File: src/rtl/bsg_sdr_test_node_sequencer.sv
// Sequences SDR test nodes one at a time: fixed-length burst, drain, error check, report.
// Optional drain timeout is built when BSG_SDR_TEST_SEQ_TIMEOUT_EN is defined.
module bsg_sdr_test_node_sequencer #(
    parameter int unsigned num_nodes_p      = 4,
    parameter int unsigned count_width_p    = 32,
    parameter int unsigned timeout_width_p  = 16,
    localparam int unsigned node_id_width_lp = (num_nodes_p > 1) ? $clog2(num_nodes_p) : 1
) (
    input  logic                                 clk_i,
    input  logic                                 reset_n_i,
    input  logic                                 start_i,
    input  logic [count_width_p-1:0]             burst_len_i,
    output logic [num_nodes_p-1:0]               en_o,
    input  logic [num_nodes_p*count_width_p-1:0] sent_i,
    input  logic [num_nodes_p*count_width_p-1:0] received_i,
    input  logic [num_nodes_p-1:0]               error_i,
    output logic                                 busy_o,
    output logic                                 done_o,
    output logic                                 pass_o,
    output logic [node_id_width_lp-1:0]          fail_node_o,
    output logic                                 timeout_o
);

    localparam logic [2:0] IDLE  = 3'd0;
    localparam logic [2:0] LOAD  = 3'd1;
    localparam logic [2:0] SEND  = 3'd2;
    localparam logic [2:0] DRAIN = 3'd3;
    localparam logic [2:0] CHECK = 3'd4;
    localparam logic [2:0] DONE  = 3'd5;

    logic [2:0]                  state_q, state_d;
    logic [node_id_width_lp-1:0] idx_q, idx_d;
    logic [count_width_p-1:0]    burst_q, burst_d;
    logic [count_width_p-1:0]    base_s_q, base_s_d;
    logic [count_width_p-1:0]    base_r_q, base_r_d;
    logic                        busy_q, busy_d;
    logic                        done_q, done_d;
    logic                        pass_q, pass_d;
    logic [node_id_width_lp-1:0] fail_node_q, fail_node_d;

    logic [count_width_p-1:0]    sent_sel, recv_sel, ds, dr;
    logic                        err_sel;
    logic                        last_node;

`ifdef BSG_SDR_TEST_SEQ_TIMEOUT_EN
    logic [timeout_width_p-1:0]  timer_q, timer_d;
    logic                        timeout_q, timeout_d;
`else
    logic [timeout_width_p-1:0]  unused_timer_cfg;
    assign unused_timer_cfg = '0;
`endif

    // Mux the active node's counters and error flag.
    always_comb begin
        sent_sel = '0;
        recv_sel = '0;
        err_sel  = 1'b0;
        for (int i = 0; i < int'(num_nodes_p); i++) begin
            if (idx_q == node_id_width_lp'(i)) begin
                sent_sel = sent_i[i*count_width_p +: count_width_p];
                recv_sel = received_i[i*count_width_p +: count_width_p];
                err_sel  = error_i[i];
            end
        end
    end

    // Modular deltas keep counter wrap transparent.
    assign ds        = sent_sel - base_s_q;
    assign dr        = recv_sel - base_r_q;
    assign last_node = (idx_q == node_id_width_lp'(num_nodes_p - 1));

    always_comb begin
        en_o = '0;
        for (int i = 0; i < int'(num_nodes_p); i++) begin
            en_o[i] = (state_q == SEND) && (idx_q == node_id_width_lp'(i)) && (ds < burst_q);
        end
    end

    always_comb begin
        state_d     = state_q;
        idx_d       = idx_q;
        burst_d     = burst_q;
        base_s_d    = base_s_q;
        base_r_d    = base_r_q;
        busy_d      = busy_q;
        done_d      = done_q;
        pass_d      = pass_q;
        fail_node_d = fail_node_q;
`ifdef BSG_SDR_TEST_SEQ_TIMEOUT_EN
        timer_d     = timer_q;
        timeout_d   = timeout_q;
`endif
        case (state_q)
            IDLE, DONE: begin
                if (start_i) begin
                    state_d     = LOAD;
                    burst_d     = burst_len_i;
                    idx_d       = '0;
                    busy_d      = 1'b1;
                    done_d      = 1'b0;
                    pass_d      = 1'b0;
                    fail_node_d = '0;
`ifdef BSG_SDR_TEST_SEQ_TIMEOUT_EN
                    timeout_d   = 1'b0;
`endif
                end
            end
            LOAD: begin
                base_s_d = sent_sel;
                base_r_d = recv_sel;
                state_d  = SEND;
            end
            SEND: begin
                if (ds >= burst_q) begin
                    state_d = DRAIN;
`ifdef BSG_SDR_TEST_SEQ_TIMEOUT_EN
                    timer_d = '0;
`endif
                end
            end
            DRAIN: begin
                if (dr == burst_q) begin
                    state_d = CHECK;
                end
`ifdef BSG_SDR_TEST_SEQ_TIMEOUT_EN
                else if (timer_q == '1) begin
                    state_d     = DONE;
                    busy_d      = 1'b0;
                    done_d      = 1'b1;
                    pass_d      = 1'b0;
                    fail_node_d = idx_q;
                    timeout_d   = 1'b1;
                end else begin
                    timer_d = timer_q + 1'b1;
                end
`endif
            end
            CHECK: begin
                if (err_sel) begin
                    state_d     = DONE;
                    busy_d      = 1'b0;
                    done_d      = 1'b1;
                    pass_d      = 1'b0;
                    fail_node_d = idx_q;
                end else if (last_node) begin
                    state_d = DONE;
                    busy_d  = 1'b0;
                    done_d  = 1'b1;
                    pass_d  = 1'b1;
                end else begin
                    idx_d   = idx_q + 1'b1;
                    state_d = LOAD;
                end
            end
            default: state_d = IDLE;
        endcase
    end

    always_ff @(posedge clk_i or negedge reset_n_i) begin
        if (!reset_n_i) begin
            state_q     <= IDLE;
            idx_q       <= '0;
            burst_q     <= '0;
            base_s_q    <= '0;
            base_r_q    <= '0;
            busy_q      <= 1'b0;
            done_q      <= 1'b0;
            pass_q      <= 1'b0;
            fail_node_q <= '0;
`ifdef BSG_SDR_TEST_SEQ_TIMEOUT_EN
            timer_q     <= '0;
            timeout_q   <= 1'b0;
`endif
        end else begin
            state_q     <= state_d;
            idx_q       <= idx_d;
            burst_q     <= burst_d;
            base_s_q    <= base_s_d;
            base_r_q    <= base_r_d;
            busy_q      <= busy_d;
            done_q      <= done_d;
            pass_q      <= pass_d;
            fail_node_q <= fail_node_d;
`ifdef BSG_SDR_TEST_SEQ_TIMEOUT_EN
            timer_q     <= timer_d;
            timeout_q   <= timeout_d;
`endif
        end
    end

    assign busy_o      = busy_q;
    assign done_o      = done_q;
    assign pass_o      = pass_q;
    assign fail_node_o = fail_node_q;
`ifdef BSG_SDR_TEST_SEQ_TIMEOUT_EN
    assign timeout_o   = timeout_q;
`else
    assign timeout_o   = 1'b0;
`endif

endmodule

File: config.mk
export PLATFORM = sky130hd
export DESIGN_NAME = bsg_sdr_test_node_sequencer
export DESIGN_NICKNAME = d
export VERILOG_FILES = /design/src/rtl/bsg_sdr_test_node_sequencer.sv
export SDC_FILE = /design/constraint.sdc
export NUM_CORES = 1
export LEC_CHECK = 0
export ABC_AREA = 1
export CORE_ASPECT_RATIO = 1.2
export CORE_UTILIZATION = 54
export DETAILED_ROUTE_END_ITERATION = 7
export GPL_TIMING_DRIVEN = 0
export PLACE_DENSITY = 0.93
export SLEW_MARGIN = 20
export SYNTH_ARGS = -nofsm -noshare
export SYNTH_HDL_FRONTEND = slang
export SYNTH_SLANG_ARGS = --single-unit
File: constraint.sdc
create_clock -name clk_i -period 10.4 [get_ports clk_i]
set_input_delay 1.04 -clock clk_i [delete_from_list [all_inputs] [get_ports clk_i]]
set_output_delay 1.04 -clock clk_i [all_outputs]
set_load 0.02 [all_outputs]
# Word-level counts from Yosys, hierarchy flattened
# Index checks and enable logic that the tools add are counted.
word_totals:
  reg_bits: 106
  inputBits: 295
  out_inout_bits: 10
  elab_cells: 81
classes:
  addsub: 3
  n_lt_le_gt_ge: 2
  n_eq_ne: 16
  n_mux: 34
  reduce_logical: 17
op_table:
  columns: ["cell", "n"]
  rows:
  - ["$mux W32", 8]
  - ["$sub A32 B32 Y32", 2]
  - ["$eq A32 B32 Y1", 1]
  - ["$ge A32 B32 Y1", 1]
  - ["$lt A32 B32 Y1", 1]
  - ["$mux W3", 5]
  - ["$pmux W3 S5", 1]
  - ["$mux W1", 11]
  - ["$ne A2 B2 Y1 const B", 5]
  - ["$reduce_and A3 Y1", 3]
  - ["$logic_and A1 B1 Y1", 8]
  - ["$mux W2", 4]
  - ["$pmux W2 S2", 2]
  - ["$eq A3 B2 Y1 const B", 2]
  - ["$eq A3 B3 Y1 const B", 2]
  - ["$pmux W1 S2", 3]
  - ["$eq A2 B2 Y1 const B", 2]
  - ["$reduce_and A4 Y1", 1]
  - ["$eq A3 B1 Y1 const B", 1]
  - ["$logic_not A3 Y1", 1]
  - ["$ne A3 B3 Y1 const B", 1]
  - ["$add A2 B1 Y2 const B", 1]
  - ["$eq A2 B1 Y1 const B", 1]
  - ["$logic_not A2 Y1", 1]
  - ["4 further kinds", 4]

# Logic depth before layout (Yosys ltp)
depth:
  word_depth: 9
  depth_mapped: 37
  mapped_depth_nobuf: 35

# Least setup slack after synthesis
# No wires, ideal clock.
synth_path:
  path_kind: "reg2out"
  from: "register idx_q[0]"
  to: "output port en_o[0]"
  arrival_ns: 4.663
  t_required_ns: 9.360
  slack_ns: 4.697
  path_stages_with_launch: 30
  n_path_buf: 2
  cell_sequence: "dfrtp_1 > inv_1 > ha_1 > inv_1 > nor2_1 > clkbuf_1 > clkbuf_1 > a22oi_1 > o21ai_0 > o21ai_0 > ha_1 > fa_1 > o21ai_2 > a21boi_2 > o21ai_2 > a21oi_1 > inv_1 > nand2_1 > nand2_1 > a21oi_1 > o21ai_0 > xor2_1 > ha_1 > nand2_1 > nor2_1 > nor2_1 > a31oi_1 > nor2_1 > nand2_1 > nor3_1"
synth_between:
  elab_chain_cells: 8
  word_cells_on_any_way: 12
  cone_classes: "add/sub: 1; order compare: 1; eq/ne: 3; mux: 4; reduce/logical: 3"
synth_lines:
  columns: ["item", "line_no", "source"]
  rows:
  - ["start, declared", "32", "logic [node_id_width_lp-1:0] idx_q, idx_d;"]
  - ["start signal, assigned", "176", "idx_q <= idx_d;"]
  - ["$logic_not A2 Y1", "59, 75", null]
  - ["$mux W32 (4 in series)", "59", "if (idx_q == node_id_width_lp'(i)) begin"]
  - ["$sub A32 B32 Y32", "68", "assign ds = sent_sel - base_s_q;"]
  - ["$lt A32 B32 Y1", "75", "en_o[i] = (state_q == SEND) && (idx_q == node_id_width_lp'(i)) && (ds < burst_q);"]
  - ["$logic_and A1 B1 Y1 (*)", "75", null]
  - ["end, declared", "13", "output logic [num_nodes_p-1:0] en_o,"]
# Mark *: on every way between the ends. The rest lies on a longest branch, timed or not.

# Worst setup path in the final report
layout_path:
  from: "register idx_q[1]"
  to: "output port en_o[1]"
layout_between:
  elab_chain_cells: 8
  word_cells_on_any_way: 12
  cone_classes: "add/sub: 1; order compare: 1; eq/ne: 3; mux: 4; reduce/logical: 3"
layout_lines:
  columns: ["item", "line_no"]
  rows:
  - ["$logic_not A2 Y1", "59"]
  - ["$mux W32 (4 in series)", "59"]
  - ["$sub A32 B32 Y32", "68"]
  - ["$lt A32 B32 Y1", "75"]
  - ["$logic_and A1 B1 Y1 (*)", "75"]
# Marked as above.

==> out/metrics.yaml <==
run_status:
  status: "finished, final reports clean"
sta:
  final-hold-violation-count: 0
  finalSetupViolations: 0
  worst_pin_slew_ns: 1.05
  drv_slew: 0
  fmax_mhz: 117
  fin_crit_ns: 8.58
  rsz0062_at_grt: "no"
  final.setup.tns_ns: 0
  timing.final.crit_share: 0.825
  fin_worst_skew_ns: 0.0122
  maxSlewHeadroom: 0.297
worst_hold_path:
  min_to: "busy_o"
  min_path_type: "flip-flop to flip-flop"
  hold_path_depth: 1
  hold_start: "busy_o"
synth:
  yosysMostFrequentCell: "nand2_1"
  syn-cell-area_um2: 11300
  synth_top_flop_cell: "dfrtp_1"
  async_flop_share: 1.00
  synth_edf_count: 0
  ys_warn_count: 0
  ys_ff_latch: 106
  synth_common_cells: "nand2_1 (511), inv_1 (270), o21ai_0 (150)"
  avgSynthCellArea_um2: 6.32
  yosysTopAreaCellShare: 0.235
  synth_cells: 1781
  syn_nets: 2176
  synth_area_leaders: "dfrtp_1 (24%), nand2_1 (17%), ha_1 (11%)"
  synthDistinctLibCells: 43
  ys_seq_area_frac: 0.235
  yosys.area.top_type: "dfrtp_1"
job:
  maxCapViolations: 0
cells_and_area:
  syn_to_final_growth_pct: 32.9
  final_cell_count_no_fill: 2366
  antennaDiodeCount: 0
  drive_above_1_share: 0.0286
  fin_nets: 2491
worst_setup_path:
  arrival_ns: 7.54
  reg2reg_from: "idx_q[1]"
  reg2reg_slack_ns: 3.28
  r2r_end: "state_q[2]"
  required_ns: 9.36
  cpMaxStageDelayCell: "clkbuf_1"
  cp_max_fo: 10
  cp_slowest_stage_delay_ns: 0.66
  setup.worst_path.start: "idx_q[1]"
  crit_type: "flip-flop to primary output"
  ff2ff_path_depth: 34
  start_kind: "flip-flop"
  critPathCaptureType: "primary output"
global_routing:
  grt_pass1_vias: 13076
  grt_overflow_total: 0
  antenna_found_initial: 0
  grt_pass1_wl_mm: 67.4
  grt_max_degree: 78
  grt_use_total: 0.412
cts:
  post-cts-setup-buffer-count: 0
  clock_sinks: 106
  cts_tree: "done"
  cts_root_buf: "clkbuf_16"
  h-tree-depth: 3
  cts_buffers: 9
  clk_path_buf_depth: 2
  path_clk_slew_ns: 0.09
  cts_hold_buf: 0
  clkLatencyLatePin_ns: 0.37
  cts-resized-gates: 0
place:
  portBuffers: 303
  gp_congestion: 0.969
  dp_hpwl_mm: 36.2
  dp.cells: 2350
detailed_routing:
  vias_per_cell: 5.69
  drtAntennaViolNets: 0
  drc_errors: 0
  wl_per_cell_um: 18.6
  dr.pass1.iters: 8
  wl_mm: 43.9
  vias: 13460
  drt-initial-drc-count: 1068
floorplanning:
  die_w_um: 134
  design.core.area_um2: 20300
  io_pins: 305
  die_area_um2: 21400
  die_h_um: 160
  rows: 57
  initial_core_util: 0.554
[final cells by class]
cell class | count | area, µm²
Multi-Input combinational cell | 1339 | 7340
Fill cell | 1654 | 5360
Timing Repair Buffer | 304 | 3060
Sequential cell | 106 | 2650
Inverter | 272 | 1020
Tap cell | 265 | 332
Buffer | 64 | 249
Clock buffer | 9 | 225
Clock inverter | 7 | 86.3
[worst max-delay path, delay by kind of cell (launching register included)]
family          cells  cell delay (ns)
compound gates      8             1.41
xor+xnor            1             0.09
fa+ha+maj           4             1.28
buf+inv             5             2.11
flops               1             0.42
simple gates       11             1.87
[per-layer routing]
layer | wire length (µm) | GRT usage | vias to the layer above
met4 | 2970 | 0.258 | 0
met2 | 20700 | 0.704 | 724
met5 | 0 | 0 | -
met3 | 3540 | 0.0660 | 134
li1 | - | - | 6450
met1 | 16700 | 0.476 | 6152
[worst max-delay path by stage]
stage              end  depth (start not counted)
2_1_floorplan  en_o[0]                         29
3_3_place_gp   en_o[1]                         26
3_5_place_dp   en_o[1]                         29
4_1_cts        en_o[1]                         29
5_1_grt        en_o[1]                         29
6_report       en_o[1]                         29
[layout by cell type (no fill, tap or decap), types with 2 or more instances in the layout]
master and count:
nand3b_1 6, o21bai_1 5, clkbuf_16 9, clkbuf_1 43, nand3_1 71, a31oi_1 7
dfrtp_1 106, o21a_1 8, a221oi_1 36, o31ai_1 37, a21o_1 2, clkdlybuf4s50_1 302
o21ai_1 2, ha_1 98, buf_1 16, nand2_2 18, a21boi_1 3, or2_2 3
o21ai_2 2, a21oi_1 99, buf_2 4, xor2_1 31, nor3_1 12, inv_6 4
inv_1 270, nand3_2 3, o21ai_0 150, nand2_1 511, xnor2_1 21, nor2_1 148
nor2_2 4, nand4_1 17, fa_1 2, nor4_1 2, a22oi_1 31, o211ai_1 3
[registers in the layout, summed over array words and instances (netlist names)]
signal       flops
base_r_q        32
base_s_q        32
burst_q         32
state_q          3
fail_node_o      2
idx_q            2
busy_o           1
done_o           1
pass_o           1
[cell families after synthesis]
kind of cell               synth area share
xor gates and xnor gates             0.0404
and+or+nand+nor                       0.293
AOI/OAI and AO/OA                     0.205
adders and majority gates             0.112
DFF                                   0.235
other                              0.000333
buffers and inverters                 0.113
[stage by stage]
stage	hold slack, ns	util	area, µm²	setup WS, ns
floorplan	0.459	-	11300	4.70
global placement	0.472	0.720	14600	2.79
detailed placement	0.479	0.721	14700	2.61
CTS	0.498	0.736	15000	2.10
global route	0.534	0.736	15000	1.46
finish	0.496	0.736	15000	1.82
Power is left out: the tool's default activity adds up to more than one toggle a clock period on the data nets, which glitch-free logic cannot reach.
==> RTL change 1: new RTL, same settings <==
The parameter `num_nodes_p` goes from 4 to 2.
--- a/src/rtl/bsg_sdr_test_node_sequencer.sv
+++ b/src/rtl/bsg_sdr_test_node_sequencer.sv
@@ -1,7 +1,7 @@
 // Sequences SDR test nodes one at a time: fixed-length burst, drain, error check, report.
 // Optional drain timeout is built when BSG_SDR_TEST_SEQ_TIMEOUT_EN is defined.
 module bsg_sdr_test_node_sequencer #(
-    parameter int unsigned num_nodes_p      = 4,
+    parameter int unsigned num_nodes_p      = 2,
     parameter int unsigned count_width_p    = 32,
     parameter int unsigned timeout_width_p  = 16,
     localparam int unsigned node_id_width_lp = (num_nodes_p > 1) ? $clog2(num_nodes_p) : 1
Ports: changed (5 resized); port bits go from 305 to 172. The function was not compared with the original's and may differ.
==> RTL change 1 against the original RTL <==
Fmax up 14%; global-route usage down 8.2 points; core utilization shrank 5.7 points; design area down 18%; synthesized area is 11% lower; count of clock-buffer cells in the layout grew 2; largest cell class unchanged; worst setup slack improved by 1100 ps; wire length shrank 31%; critical endpoint is now en_o[0]; sequential cell count fell by 2.
Power is not shown: default switching activity piles up to over one toggle a cycle in this logic, so the estimate is an artifact.
==> RTL change 1: results (changes against the original RTL) <==
grt_pass1_wl_mm: 49.0  # was 67.4 mm
fin_nets: 2036  # was 2,491
multi_input_area_share_pct: 51.1  # was 49.0%
nClkBuffers: 11  # was 9
routed_via_density: 5.28  # was 5.69
gp_congestion: 0.921  # was 0.969
clock_area_share_pct: 2.60  # was 2.08%
synth_mux_area_share_pct: 0.301  # was 0%
wire_per_inst_um: 15.1  # was 18.6 µm
buffer_area_share_pct: 15.2  # was 22.1%
n_all_inverters: 252  # was 272
nMultiInputCombCells: 1201  # was 1,339
gr-usage-all-layers_pct: 32.9  # was 41.2%
dr_wl_met2_mm: 15.0  # was 20.7 mm
outcome: "completed"  # unchanged
rr_worst_depth: 26  # was 34
crit_path_max_incr_delay_ps: 840  # was 660 ps
num-nonclk-buffers: 206  # was 368
yosysSeqAreaShare_pct: 26.1  # was 23.5%
portBuffers: 170  # was 303
drt_iter0_drc: 501  # was 1,068
critPathArrivalTime_ps: 6470  # was 7540 ps
hpwl_mm: 24.8  # was 36.2 mm
synth-adder-area-share_pct: 12.3  # was 11.2%
synth_nets: 1854  # was 2,176
hp-start: "pass_o$_DFFE_PN0P_"  # was busy_o$_DFFE_PN0P_
cts_sinks: 104  # was 106
grt_pass1_vias: 10300  # was 13,100
ys_top_cells_by_area: "dfrtp_1, nand2_1, ha_1, inv_1, o21ai_0"  # unchanged
sh_seq_area_pct: 21.1  # was 17.7%
-- RTL change 1: cell count changes in the layout (fill, tap and decap cells not counted), moves of 16 or more --
cell,change
buf_1,-16
clkdlybuf4s50_1,-133
inv_1,-19
nor2_1,-60
nand2_1,+96
o31ai_1,-34
a21oi_1,-26
a22oi_1,-31
a221oi_1,-34
o21ai_0,-33
-- RTL change 1: worst paths after layout --
| path | endpoint | slack [ps] |
|---|---|---|
| max | en_o[0] | 2890 |
| min | pass_o$_DFFE_PN0P_ | 500 |
| max reg2reg | state_q[0]$_DFFE_PN0P_ | 4360 |
| min reg2reg | pass_o$_DFFE_PN0P_ | 500 |
| max in group asynchronous | base_s_q[1]$_DFFE_PN0P_ | 9190 |
| min in group asynchronous | base_r_q[25]$_DFFE_PN0P_ | 530 |
-- RTL change 1: stage by stage --
stage	instances	setup slack, ps	cell area [µm²]
after floorplan	1592	5020	9980
after global placement	1986	3340	12000
after detailed placement	1987	3340	12000
after CTS	2002	2930	12300
after global routing	2002	2480	12300
final	2002	2890	12300
==> RTL change 2: new RTL, same flow settings <==
Made on the original files. Register the inputs `start_i`, `sent_i`, `received_i` and `error_i` before use. The logic sees them one clock later.
--- a/src/rtl/bsg_sdr_test_node_sequencer.sv
+++ b/src/rtl/bsg_sdr_test_node_sequencer.sv
@@ -28,6 +28,18 @@
     localparam logic [2:0] CHECK = 3'd4;
     localparam logic [2:0] DONE  = 3'd5;
 
+    logic start_q;
+    logic [num_nodes_p*count_width_p-1:0] sent_q;
+    logic [num_nodes_p*count_width_p-1:0] received_q;
+    logic [num_nodes_p-1:0] error_q;
+
+    always_ff @(posedge clk_i) begin
+        start_q    <= start_i;
+        sent_q     <= sent_i;
+        received_q <= received_i;
+        error_q    <= error_i;
+    end
+
     logic [2:0]                  state_q, state_d;
     logic [node_id_width_lp-1:0] idx_q, idx_d;
     logic [count_width_p-1:0]    burst_q, burst_d;
@@ -57,9 +69,9 @@
         err_sel  = 1'b0;
         for (int i = 0; i < int'(num_nodes_p); i++) begin
             if (idx_q == node_id_width_lp'(i)) begin
-                sent_sel = sent_i[i*count_width_p +: count_width_p];
-                recv_sel = received_i[i*count_width_p +: count_width_p];
-                err_sel  = error_i[i];
+                sent_sel = sent_q[i*count_width_p +: count_width_p];
+                recv_sel = received_q[i*count_width_p +: count_width_p];
+                err_sel  = error_q[i];
             end
         end
     end
@@ -92,7 +104,7 @@
 `endif
         case (state_q)
             IDLE, DONE: begin
-                if (start_i) begin
+                if (start_q) begin
                     state_d     = LOAD;
                     burst_d     = burst_len_i;
                     idx_d       = '0;
Behaviour: not the same (Yosys sat finds a counterexample within 4 cycles, from zero or initial values and one cycle with reset_n_i low).
==> RTL change 2 against the original RTL <==
Fmax is 3.1% lower; worst setup slack worse by 280 ps; sequential cell count is 261 higher; synthesized area is 47% higher; first-iteration DRC count is 12% higher; core utilization is 2.3 points lower; design area is 42% higher; synthesized cell count is 15% higher; wire length is 26% higher; sequential share of layout area is 19 points higher.
==> RTL change 2: results (changes against the original RTL) <==
outcome: "completed"  # unchanged
yosys-top-cells-count: "nand2_1, inv_1, dfxtp_1"  # was nand2_1, inv_1, o21ai_0
first_pass_iters: 5  # was 8
critPathArrivalTime_ps: 7820  # was 7540 ps
dpl-instance-area_mm2: 0.0201  # was 0.0147 mm²
cts_made_buffers: 37  # was 9
placedCellCount: 2741  # was 2,350
gp_congestion: 0.930  # was 0.969
clock_latency_ps: 550  # was 370 ps
dp_slack_ps: 2290  # was 2610 ps
antenna_found_initial: 1  # was 0
rrSetupSlack_ps: 3610  # was 3280 ps
grt_pass1_vias: 16200  # was 13,100
fin_nets: 2785  # was 2,491
netSwitchingPower_mw: 3.92
drive_gt1_share_pct: 4.55  # was 2.86%
synth_cell_types: 47  # was 43
htree_levels: 2  # was 3
skew_ps: 25.5  # was 12.2 ps
hold_ws_ps: 468  # was 496 ps
hpwl_mm: 41.9  # was 36.2 mm
fin_crit_ps: 8860  # was 8580 ps
synth_async_sr_flop_share_pct: 28.9  # was 100%
synth_warnings: 0  # unchanged
routed_via_density: 5.61  # was 5.69
portBuffers: 303  # unchanged
drt_iter0_drc: 1201  # was 1,068
grt_start_max_net_pins: 68  # was 78
reg_top3: "received_q: 128 flops, sent_q: 128 flops"  # was base_r_q: 32 flops, base_s_q: 32 flops, burst_q: 32 flops
synth-compound-area-share_pct: 14.4  # was 20.5%
crit_path_max_incr_delay_ps: 680  # was 660 ps
synth_mux_area_share_pct: 0  # unchanged
yosys_most_used_dff: "dfxtp_1"  # was dfrtp_1
post_cts_buffers: 0  # unchanged
gr-usage-all-layers_pct: 35.5  # was 41.2%
rr_worst_depth: 35  # was 34
clkSlewWorstSetupHoldPaths_ps: 60  # was 90 ps
peakVddDrop_v: 0.000206
wire_per_inst_um: 19.7  # was 18.6 µm
seq_cell_power_mw: 1.78
diodes: 0  # unchanged
cts.path.max_buffers: 3  # was 2
synth-adder-area-share_pct: 7.66  # was 11.2%
synthXorXnorAreaFrac_pct: 2.97  # was 4.04%
syn_avg_cell_area_um2: 8.07  # was 6.32 µm²
hp-class: "in2async"  # was reg2reg
synth_nets: 2442  # was 2,176
ys_top_cells_by_area: "dfxtp_1, dfrtp_1, nand2_1, ha_1, inv_1"  # was dfrtp_1, nand2_1, ha_1, inv_1, o21ai_0
routed_wl_mm: 55.3  # was 43.9 mm
post_cts_resized: 0  # unchanged
root_buffer: "clkbuf_16"  # unchanged
power.total_mw: 8.14
grt_pass1_wl_mm: 85.7  # was 67.4 mm
yosysSeqAreaShare_pct: 47.7  # was 23.5%
worst_pin_slew_ps: 1030  # was 1050 ps
-- RTL change 2: cell types whose count changed after synthesis, sizes merged, moves of 5 or more --
cell    delta
buf       -12
inv        +5
dfxtp    +261
nand2     -14
nor3       +6
clkbuf    +12
o21ai      +9
-- RTL change 2: worst register-to-register path, delay by kind of cell (launching register included) --
family,cells,cell delay (ps)
fa+ha+maj,4,1200
flops,1,410
buf+inv,7,1640
compound gates,9,1660
xor+xnor,1,70
simple gates,14,1710
-- RTL change 2: final timing paths --
kind | from | end
max in group asynchronous | reset_n_i | base_r_q[31]$_DFFE_PN0N_
worst max-delay path | idx_q[0]$_DFFE_PN0P_ | en_o[1]
worst max register to register | idx_q[0]$_DFFE_PN0P_ | state_q[0]$_DFFE_PN0P_
worst min register to register | base_r_q[0]$_DFFE_PN0N_ | base_r_q[0]$_DFFE_PN0N_
min in group clk_i | base_r_q[0]$_DFFE_PN0N_ | base_r_q[0]$_DFFE_PN0N_
worst min-delay path | reset_n_i | burst_q[22]$_DFFE_PN0P_
-- RTL change 2: final cells by class --
class | instances | area, µm²
well taps | 390 | 488
multi-input cells | 1339 | 7360
clock inverters | 16 | 139
repair buffers | 304 | 3050
flip-flops and latches | 367 | 7880
plain buffers | 64 | 246
fillers | 2133 | 8550
clock buffers | 51 | 1110
inverters | 277 | 1040
-- RTL change 2: routing by layer --
metal / wire (µm) / vias to the layer above / part of all wire, % / global-route usage, %
met5: 17 / - / 0.031 / 0
met4: 3920 / 2 / 7.1 / 23.3
met1: 20600 / 7411 / 37 / 40.1
li1: - / 7342 / - / -
met3: 3480 / 235 / 6.3 / 5.63
met2: 27300 / 768 / 49 / 61.7
